$ cat src/rtl/pipe_pkg.sv
// ---------------------------------------------------------------------------
// pipe_pkg
//   Shared pipeline definitions for the front end: architectural widths,
//   RISC-V opcodes used by fetch predecode, and the fetch-buffer entry type.
//   Optional macro IFU_BTFN_PRED_EN adds the static-prediction helpers
//   (backward-taken / forward-not-taken, JAL always taken).
// ---------------------------------------------------------------------------
package pipe_pkg;

  localparam int XLEN = 64;
  localparam int ILEN = 32;

  localparam logic [6:0] OPC_BRANCH = 7'b1100011;
  localparam logic [6:0] OPC_JAL    = 7'b1101111;

  // One buffered instruction together with its pc and static next pc.
  typedef struct packed {
    logic [ILEN-1:0] instr;
    logic [XLEN-1:0] pc;
    logic [XLEN-1:0] snxt_pc;
  } fetch_entry_t;

`ifdef IFU_BTFN_PRED_EN
  // JAL is always taken; a conditional branch is taken when its immediate is
  // negative (backward), which is simply the instruction's top bit.
  function automatic logic btfn_taken(input logic [ILEN-1:0] instr);
    return (instr[6:0] == OPC_JAL) || ((instr[6:0] == OPC_BRANCH) && instr[31]);
  endfunction

  // Sign-extended J-type or B-type immediate, whichever the opcode selects.
  function automatic logic [XLEN-1:0] btfn_offset(input logic [ILEN-1:0] instr);
    if (instr[6:0] == OPC_JAL)
      return {{(XLEN-20){instr[31]}}, instr[19:12], instr[20], instr[30:21], 1'b0};
    return {{(XLEN-12){instr[31]}}, instr[7], instr[30:25], instr[11:8], 1'b0};
  endfunction
`endif

endpackage

$ cat src/rtl/ifu_ibuf.sv
// ---------------------------------------------------------------------------
// ifu_ibuf
//   Instruction buffer: circular FIFO of fetch_entry_t, DEPTH a power of two.
//   The caller guarantees no push when full unless a pop happens the same
//   cycle. flush empties the buffer and wins over push/pop.
// Ports
//   clk, rstn   clock, asynchronous active-low reset
//   push        write push_data at the tail
//   push_data   entry to write
//   pop         retire the head entry
//   flush       discard all entries
//   count       current occupancy (0..DEPTH)
//   head        entry at the head (meaningless when count == 0)
// ---------------------------------------------------------------------------
module ifu_ibuf
  import pipe_pkg::*;
#(
  parameter int DEPTH = 4
) (
  input  logic                   clk,
  input  logic                   rstn,
  input  logic                   push,
  input  fetch_entry_t           push_data,
  input  logic                   pop,
  input  logic                   flush,
  output logic [$clog2(DEPTH):0] count,
  output fetch_entry_t           head
);

  localparam int AW = $clog2(DEPTH);
  localparam int CW = AW + 1;

  fetch_entry_t  mem [DEPTH];
  logic [AW-1:0] wr_ptr_q, wr_ptr_d;
  logic [AW-1:0] rd_ptr_q, rd_ptr_d;
  logic [CW-1:0] count_q, count_d;

  always_comb begin
    // NOTE: every signal assigned here gets a default first, so no path leaves it unassigned (no latch).
    wr_ptr_d = wr_ptr_q;
    rd_ptr_d = rd_ptr_q;
    count_d  = count_q;
    if (flush) begin
      wr_ptr_d = '0;
      rd_ptr_d = '0;
      count_d  = '0;
    end else begin
      // Pointers are exactly log2(DEPTH) bits wide, so they wrap by overflow.
      if (push) wr_ptr_d = wr_ptr_q + AW'(1);
      if (pop)  rd_ptr_d = rd_ptr_q + AW'(1);
      count_d = count_q + CW'(push) - CW'(pop);
    end
  end

  always_ff @(posedge clk or negedge rstn) begin
    // NOTE: state registers use non-blocking assignment so every flop samples pre-edge values.
    if (!rstn) begin
      wr_ptr_q <= '0;
      rd_ptr_q <= '0;
      count_q  <= '0;
    end else begin
      wr_ptr_q <= wr_ptr_d;
      rd_ptr_q <= rd_ptr_d;
      count_q  <= count_d;
    end
  end

  // NOTE: storage is deliberately not reset; count_q alone says which slots hold valid data.
  always_ff @(posedge clk) begin
    if (push && !flush) mem[wr_ptr_q] <= push_data;
  end

  assign head  = mem[rd_ptr_q];
  assign count = count_q;

endmodule

$ cat src/rtl/ifu_fetch.sv
// ---------------------------------------------------------------------------
// ifu_fetch
//   Fetch stage. Issues in-order requests to instruction memory under a
//   credit limit (outstanding + buffered <= FIFO_DEPTH), buffers responses in
//   ifu_ibuf and presents the head to decode. Redirects flush the buffer and
//   drop responses still in flight for the abandoned path.
//   Optional macro IFU_BTFN_PRED_EN: predecode at push; JAL and backward
//   branches are predicted taken and fetch restarts at the target.
// Ports
//   clk, rstn                 clock, asynchronous active-low reset
//   redirect_en, redirect_pc  EXU restart request and 4-byte aligned target
//   hazard_stall              decode holds the current head
//   imem_req/addr/gnt         request channel (accepted on req & gnt)
//   imem_rvalid/rdata         in-order response channel, always accepted
//   ifu_instr/pc/snxt_pc      head entry, zero when ifu_valid is low
//   ifu_valid                 head entry valid
// ---------------------------------------------------------------------------
module ifu_fetch
  import pipe_pkg::*;
#(
  parameter logic [XLEN-1:0] RESET_PC   = 64'h8000_0000,
  parameter int              FIFO_DEPTH = 4
) (
  input  logic            clk,
  input  logic            rstn,
  input  logic            redirect_en,
  input  logic [XLEN-1:0] redirect_pc,
  input  logic            hazard_stall,
  output logic            imem_req,
  output logic [XLEN-1:0] imem_addr,
  input  logic            imem_gnt,
  input  logic            imem_rvalid,
  input  logic [ILEN-1:0] imem_rdata,
  output logic [ILEN-1:0] ifu_instr,
  output logic [XLEN-1:0] ifu_pc,
  output logic [XLEN-1:0] ifu_snxt_pc,
  output logic            ifu_valid
);

  localparam int          CW      = $clog2(FIFO_DEPTH) + 1;
  localparam logic [CW:0] CREDITS = (CW+1)'(FIFO_DEPTH);

  // run_q keeps imem_req low until the first clock edge after reset release.
  logic            run_q;
  logic [XLEN-1:0] fetch_pc_q, fetch_pc_d;
  logic [XLEN-1:0] resp_pc_q, resp_pc_d;
  logic [CW-1:0]   outstanding_q, outstanding_d;
  logic [CW-1:0]   drop_cnt_q, drop_cnt_d;

  logic [CW-1:0]   fifo_count;
  logic [CW:0]     credit_used;
  logic            handshake;
  logic            resp_keep;
  logic            pop;
  logic            pred_taken;
  fetch_entry_t    push_entry;
  fetch_entry_t    head;

  always_comb begin
    credit_used = {1'b0, outstanding_q} + {1'b0, fifo_count};
    // Responses arriving during a redirect belong to the abandoned path.
    resp_keep   = imem_rvalid && !redirect_en && (drop_cnt_q == '0);

    push_entry.instr   = imem_rdata;
    push_entry.pc      = resp_pc_q;
    push_entry.snxt_pc = resp_pc_q + XLEN'(4);
    pred_taken         = 1'b0;
`ifdef IFU_BTFN_PRED_EN
    if (resp_keep && btfn_taken(imem_rdata)) begin
      pred_taken         = 1'b1;
      push_entry.snxt_pc = resp_pc_q + btfn_offset(imem_rdata);
    end
`endif

    // Credits cover both in-flight requests and buffered entries, so a
    // response can never find the buffer full.
    imem_req  = run_q && !redirect_en && !pred_taken && (credit_used < CREDITS);
    imem_addr = fetch_pc_q;
    handshake = imem_req && imem_gnt;

    ifu_valid = (fifo_count != '0);
    pop       = ifu_valid && !hazard_stall && !redirect_en;

    fetch_pc_d    = fetch_pc_q;
    resp_pc_d     = resp_pc_q;
    outstanding_d = outstanding_q + CW'(handshake) - CW'(imem_rvalid);
    drop_cnt_d    = drop_cnt_q;
    if (handshake) fetch_pc_d = fetch_pc_q + XLEN'(4);
    if (resp_keep) resp_pc_d  = resp_pc_q + XLEN'(4);
    if (imem_rvalid && (drop_cnt_q != '0)) drop_cnt_d = drop_cnt_q - CW'(1);

    // Predicted-taken: every request behind the branch is on the wrong path.
    if (pred_taken) begin
      fetch_pc_d = push_entry.snxt_pc;
      resp_pc_d  = push_entry.snxt_pc;
      drop_cnt_d = outstanding_q - CW'(1);
    end

    // Redirect overrides everything; a response landing this cycle is one
    // fewer to drop later.
    if (redirect_en) begin
      fetch_pc_d = redirect_pc;
      resp_pc_d  = redirect_pc;
      drop_cnt_d = outstanding_q - CW'(imem_rvalid);
    end

    ifu_instr   = ifu_valid ? head.instr   : '0;
    ifu_pc      = ifu_valid ? head.pc      : '0;
    ifu_snxt_pc = ifu_valid ? head.snxt_pc : '0;
  end

  always_ff @(posedge clk or negedge rstn) begin
    if (!rstn) begin
      run_q         <= 1'b0;
      fetch_pc_q    <= RESET_PC;
      resp_pc_q     <= RESET_PC;
      outstanding_q <= '0;
      drop_cnt_q    <= '0;
    end else begin
      run_q         <= 1'b1;
      fetch_pc_q    <= fetch_pc_d;
      resp_pc_q     <= resp_pc_d;
      outstanding_q <= outstanding_d;
      drop_cnt_q    <= drop_cnt_d;
    end
  end

  ifu_ibuf #(
    .DEPTH (FIFO_DEPTH)
  ) u_ibuf (
    .clk       (clk),
    .rstn      (rstn),
    .push      (resp_keep),
    .push_data (push_entry),
    .pop       (pop),
    .flush     (redirect_en),
    .count     (fifo_count),
    .head      (head)
  );

endmodule

$ cat config.mk
export PLATFORM = sky130hd
export DESIGN_NAME = ifu_fetch
export DESIGN_NICKNAME = d
export VERILOG_FILES = /design/src/rtl/pipe_pkg.sv /design/src/rtl/ifu_ibuf.sv /design/src/rtl/ifu_fetch.sv
export SDC_FILE = /design/constraint.sdc
export NUM_CORES = 1
export LEC_CHECK = 0
export CORE_ASPECT_RATIO = 1.5
export CORE_MARGIN = 5
export CORE_UTILIZATION = 49
export CTS_CLUSTER_DIAMETER = 200
export DETAILED_ROUTE_END_ITERATION = 12
export PLACE_DENSITY_LB_ADDON = 0.15
export SLEW_MARGIN = 20
export SYNTH_ARGS = -nofsm -noshare
export SYNTH_HDL_FRONTEND = slang
export SYNTH_SLANG_ARGS = --single-unit
$ cat constraint.sdc
create_clock -name clk -period 10.9 [get_ports clk]
set_input_delay 3.27 -clock clk [delete_from_list [all_inputs] [get_ports clk]]
set_output_delay 3.27 -clock clk [all_outputs]
set_load 0.05 [all_outputs]
Word-level counts from Yosys, hierarchy flattened. Memory sizes are Yosys's and may differ from the RTL's. Cells that the tools add are included.

Register bits after elaboration: 142. Bits in writable memories: 640. Input bits: 102. Output and inout bits: 226. Logic and storage cells: 55. Memories: 1.

Memories: u_ibuf.mem (depth 4, width 160, read ports 1, clocked after Yosys merged registers in 0, write ports 1, RTL line ifu_ibuf.sv:33) `fetch_entry_t mem [DEPTH];`.

Add/sub/neg operators: 11. Magnitude comparators: 1. Mux-type cells: 16. Reduce and logical (&&, ||, !) cells: 18.

Operators with widths (number): 64-bit two-way mux (6); 64-bit by 3-bit adder with 64-bit output (second input constant) (2); 32-bit two-way mux (1); 1-bit logical AND (9); 3-bit two-way mux (3); 3-bit by 1-bit subtractor with 3-bit output (3); 2-bit two-way mux (4); 2-bit nonzero test (4); 3-bit by 1-bit adder with 3-bit output (2); 3-bit nonzero test (2); 2-bit by 1-bit adder with 2-bit output (second input constant) (2); 3-bit by 3-bit adder with 4-bit output (1); 4-bit by 3-bit < comparator with 1-bit output (second input constant) (1); 3-bit logical NOT (1); 3-bit by 1-bit subtractor with 3-bit output (second input constant) (1); 1-bit logical NOT (2); 1-bit two-way mux (2).

Depth between registers and ports, before layout.
Depth after elaboration: 6. Mapped depth: 13. Depth with buffers taken out: 11.

Modules after synthesis. A second synthesis with hierarchy kept.

Cells, all modules: 2118. Area, all modules: 33679.8 sq um.

By module, submodules not included: ifu_ibuf (instances 1, cells each 873, area each 23470.0 sq um, seq. area each 19393.6 sq um); ifu_fetch (instances 1, cells each 1245, area each 10209.8 sq um, seq. area each 3380.7 sq um).

Worst setup path after synthesis. No wires, ideal clock.

Path type: input -> register. Start point: input port imem_rvalid. End point: memory u_ibuf.mem[0][100] (netlist bit) (enable). Setup time: 0.538 ns. Data arrival time: 7.623 ns. Required time: 10.362 ns. Path slack: 2.739 ns. Cell stages on the path: 4. Buffers on the path: 2. Cell sequence: and3b_1 > clkbuf_1 > clkbuf_1 > and3_1.

Longest elaborated chain between the ends: 5.

Ends and longest elaborated chain: start, declared (RTL line ifu_fetch.sv:32) `input logic imem_rvalid,`; 1-bit logical AND (2 in series) (RTL line ifu_fetch.sv:62) `resp_keep = imem_rvalid && !redirect_en && (drop_cnt_q == '0);`; 1-bit logical AND (RTL line ifu_ibuf.sv:70) `if (push && !flush) mem[wr_ptr_q] <= push_data;`; 1-bit two-way mux (RTL line ifu_ibuf.sv:70); 1-bit two-way mux (not written as such) (RTL line ifu_ibuf.sv:70); end, declared (RTL line ifu_ibuf.sv:33).

No other way between the ends.

Worst setup path after layout.
Start point: input port redirect_en. End point: output port imem_req.

Longest elaborated chain between the ends: 3.

Ends and longest elaborated chain: start, declared (RTL line ifu_fetch.sv:26) `input logic redirect_en,`; 1-bit logical NOT (RTL line ifu_fetch.sv:77) `imem_req = run_q && !redirect_en && !pred_taken && (credit_used < CREDITS);`; 1-bit logical AND (2 in series) (RTL line ifu_fetch.sv:77); end, declared (RTL line ifu_fetch.sv:29) `output logic imem_req,`.

No other way between the ends.

==> impl_metrics.sql <==
INSERT INTO impl_metrics (metric_group, metric, value, unit) VALUES
('setup_path', 'rrSetupSlack', '6.95', 'ns'),
('cells_and_area', 'syn_to_final_growth', '19.9', '%'),
('routing', 'final_routed_wire_length_divided_by_cell_count', '26.2', 'µm'),
('sta', 'slew_violations', '0', ''),
('sta', 'min_period', '8.09', 'ns'),
('cells_and_area', 'postLayoutCellArea', '39600', 'µm²'),
('cells_and_area', 'layout_common_cells', 'sky130_fd_sc_hd__edfxtp_1 (632), sky130_fd_sc_hd__clkdlybuf4s50_1 (325), sky130_fd_sc_hd__and2_1 (177)', ''),
('sta', 'post-route-worst-setup-slack', '2.81', 'ns'),
('sta', 'maxClockFrequency', '0.124', 'GHz'),
('placed_design', 'hpwl', '56300', 'µm'),
('routing', 'num_vias', '19724', ''),
('sta', 'setup_repair_after_global_routing_missed_its_margin', 'no', ''),
('routing', 'antenna_left', '0', ''),
('pwr', 'p_leak', '0.0131', 'µW'),
('synth', 'ys_ff_latch', '774', ''),
('grt', 'grt_first_pass_wirelength', '131000', 'µm'),
('routing', 'postRouteWirelength', '87400', 'µm'),
('cells_and_area', 'num-nets-final', '2519', ''),
('clocking', 'maximum_root_to_sink_buffer_count', '3', ''),
('placed_design', 'placement.setup.worst_slack', '2.81', 'ns'),
('sta', 'measured_slew_at_the_worst_slew_check_pin', '1.11', 'ns'),
('synth', 'seq_area_frac_synth', '0.682', ''),
('grt', 'globalRoute.totalOverflow', '0', ''),
('routing', 'drcViolationCount', '0', ''),
('routing', 'firstDrtPassIters', '8', ''),
('setup_path', 'crit_arrival', '4.82', 'ns'),
('grt', 'grt_pass1_vias', '20198', ''),
('die', 'die_h', '328', 'µm'),
('pwr', 'vdd_ir_drop_max', '174', 'µV'),
('placed_design', 'placedCellCount', '3207', ''),
('synth', 'syn-num-nets', '2208', ''),
('synth', 'synth_top_cell_by_area', 'sky130_fd_sc_hd__edfxtp_1', ''),
('die', 'die-width', '222', 'µm'),
('setup_path', 'critPathCaptureType', 'output port', ''),
('grt', 'grt_start_max_net_pins', '99', ''),
('pwr', 'power.share.sequential', '0.389', ''),
('grt', 'groute.usage.overall', '0.238', ''),
('sta', 'finalHoldViolations', '0', ''),
('die', 'design.die.area', '72800', 'µm²'),
('setup_path', 'worst_path_max_delay_cell', 'sky130_fd_sc_hd__clkdlybuf4s50_1', ''),
('sta', 'clock-skew-final', '0.0195', 'ns'),
('cells_and_area', 'layout_commonest_cell', 'sky130_fd_sc_hd__edfxtp_1', ''),
('pwr', 'pwr_density_cell', '232', 'nW/µm²'),
('placed_design', 'port_buffers', '327', ''),
('setup_path', 'crit_required', '7.63', 'ns'),
('run_status', 'status', 'completed', ''),
('sta', 'ratio_of_final_minimum_period_to_clock_period', '0.742', ''),
('hold_path', 'hold_path_class', 'reg2reg', ''),
('job', 'max-cap-violations', '0', ''),
('synth', 'synth.area.top_cells', 'sky130_fd_sc_hd__edfxtp_1 (57%), sky130_fd_sc_hd__mux4_2 (11%), sky130_fd_sc_hd__dfrtp_1 (11%), sky130_fd_sc_hd__and2_1 (3.4%), sky130_fd_sc_hd__xnor2_1 (2.0%)', ''),
('pwr', 'power.share.clock', '0.281', ''),
('clocking', 'worst_skew_pair.late_latency', '0.62', 'ns'),
('synth', 'ys_types', '62', ''),
('die', 'design.portCount', '328', ''),
('cells_and_area', 'final_util', '0.593', ''),
('cells_and_area', 'layout.cells.non_filler', '3343', ''),
('die', 'floorplan.initialDensity', '0.495', ''),
('clocking', 'clock_sink_count', '774', ''),
('pwr', 'p_switching', '3220', 'µW'),
('grt', 'grt_antenna_before_repair', '1', ''),
('setup_path', 'crit_path_max_incr_delay', '0.81', 'ns'),
('pwr', 'share_comb_of_total_power', '0.330', ''),
('synth', 'synth-async-reset-ratio', '0.183', ''),
('setup_path', 'crit_type', 'in2out', ''),
('clocking', 'cts_htree_levels', '3', ''),
('synth', 'synth-edff-count', '632', ''),
('routing', 'avgViaCountPerCell', '5.90', ''),
('clocking', 'cts_root_buf', 'sky130_fd_sc_hd__clkbuf_16', ''),
('clocking', 'postCtsSetupBuffers', '0', ''),
('setup_path', 'crit_path_start_kind', 'input port', ''),
('sta', 'fin_setup_tns', '0', 'ns');
==> per-layer routing <==
| layer | vias to the layer above | GRT usage | share of wire |
|---|---|---|---|
| met5 | - | 0 | 0 |
| met4 | 0 | 0.0681 | 0.026 |
| met3 | 131 | 0.0503 | 0.077 |
| met2 | 858 | 0.386 | 0.49 |
| met1 | 10114 | 0.329 | 0.41 |
| li1 | 8621 | - | - |
==> flip-flops by register name, indices dropped and copies added (netlist names) <==
register	flops
imem_addr	64
u_ibuf.wr_ptr_q	2
outstanding_q	3
resp_pc_q	64
u_ibuf.mem	632
drop_cnt_q	3
u_ibuf.rd_ptr_q	2
u_ibuf.count	3
run_q	1
==> worst paths after layout <==
path / start / endpoint / depth (start not counted)
max: redirect_en / imem_req / 4
min: imem_addr[0] / imem_addr[0] / 2
max reg2reg: resp_pc_q[2] / u_ibuf.mem[2][50] / 7
min reg2reg: imem_addr[0] / imem_addr[0] / 2
max in group asynchronous: rstn / u_ibuf.rd_ptr_q[1] / 2
min in group asynchronous: rstn / outstanding_q[1] / 1
==> worst max-delay path: cells and delay by family <==
family                 cells  cell delay, ns
buffers and inverters      2            1.05
and+or+nand+nor            2            0.49
==> cell usage after synthesis, drive strengths merged (16+ instances only) <==
cell    count
edfxtp    632
o21ai      75
mux4      158
dfrtp     140
and2      177
inv        29
o211ai     31
clkbuf     79
nand3      76
nor2       82
xnor2      74
mux2       21
and4       19
nor4       19
nand4      65
ha         16
and3       26
a21oi      17
xor2       71
nor3       41
nand2     137
buf        36
==> kinds of logic after synthesis <==
| family | count (synthesis) | share of synthesized area |
|---|---|---|
| DFF | 774 | 0.682 |
| and+or+nand+nor | 673 | 0.112 |
| muxes | 181 | 0.115 |
| AOI/OAI and AO/OA | 151 | 0.0276 |
| xor gates and xnor gates | 145 | 0.0384 |
| buffers and inverters | 145 | 0.0174 |
| adders and majority gates | 18 | 0.00727 |
| other | 1 | 0.000114 |
==> power by group through the flow <==
stage / clock network [µW] / registers [µW] / logic [µW]
global route: 2770 / 3600 / 3200
global placement: 0 / 3630 / 3070
CTS: 2630 / 3580 / 3100
finish: 2580 / 3580 / 3030
detailed placement: 0 / 3640 / 3080
floorplan: 0 / 3650 / 2020
==> through the flow <==
stage	total power [µW]	hold slack, ns
after CTS	9310	0.548
after global placement	6710	0.519
after detailed placement	6730	0.534
after global routing	9570	0.575
after floorplan	5660	0.471
final	9200	0.538
==> area by class of cell <==
class / instances / area, µm² / share of cell area
multi-input combinational: 1169 / 9950 / 0.251
tap: 885 / 1110 / 0.0280
clock buffer: 97 / 2030 / 0.0513
inverter: 30 / 115 / 0.00291
timing repair buffer: 349 / 3480 / 0.0878
clock inverter: 39 / 377 / 0.00951
sequential: 774 / 22500 / 0.569
Note: power is estimated with default switching activity, not from simulation.
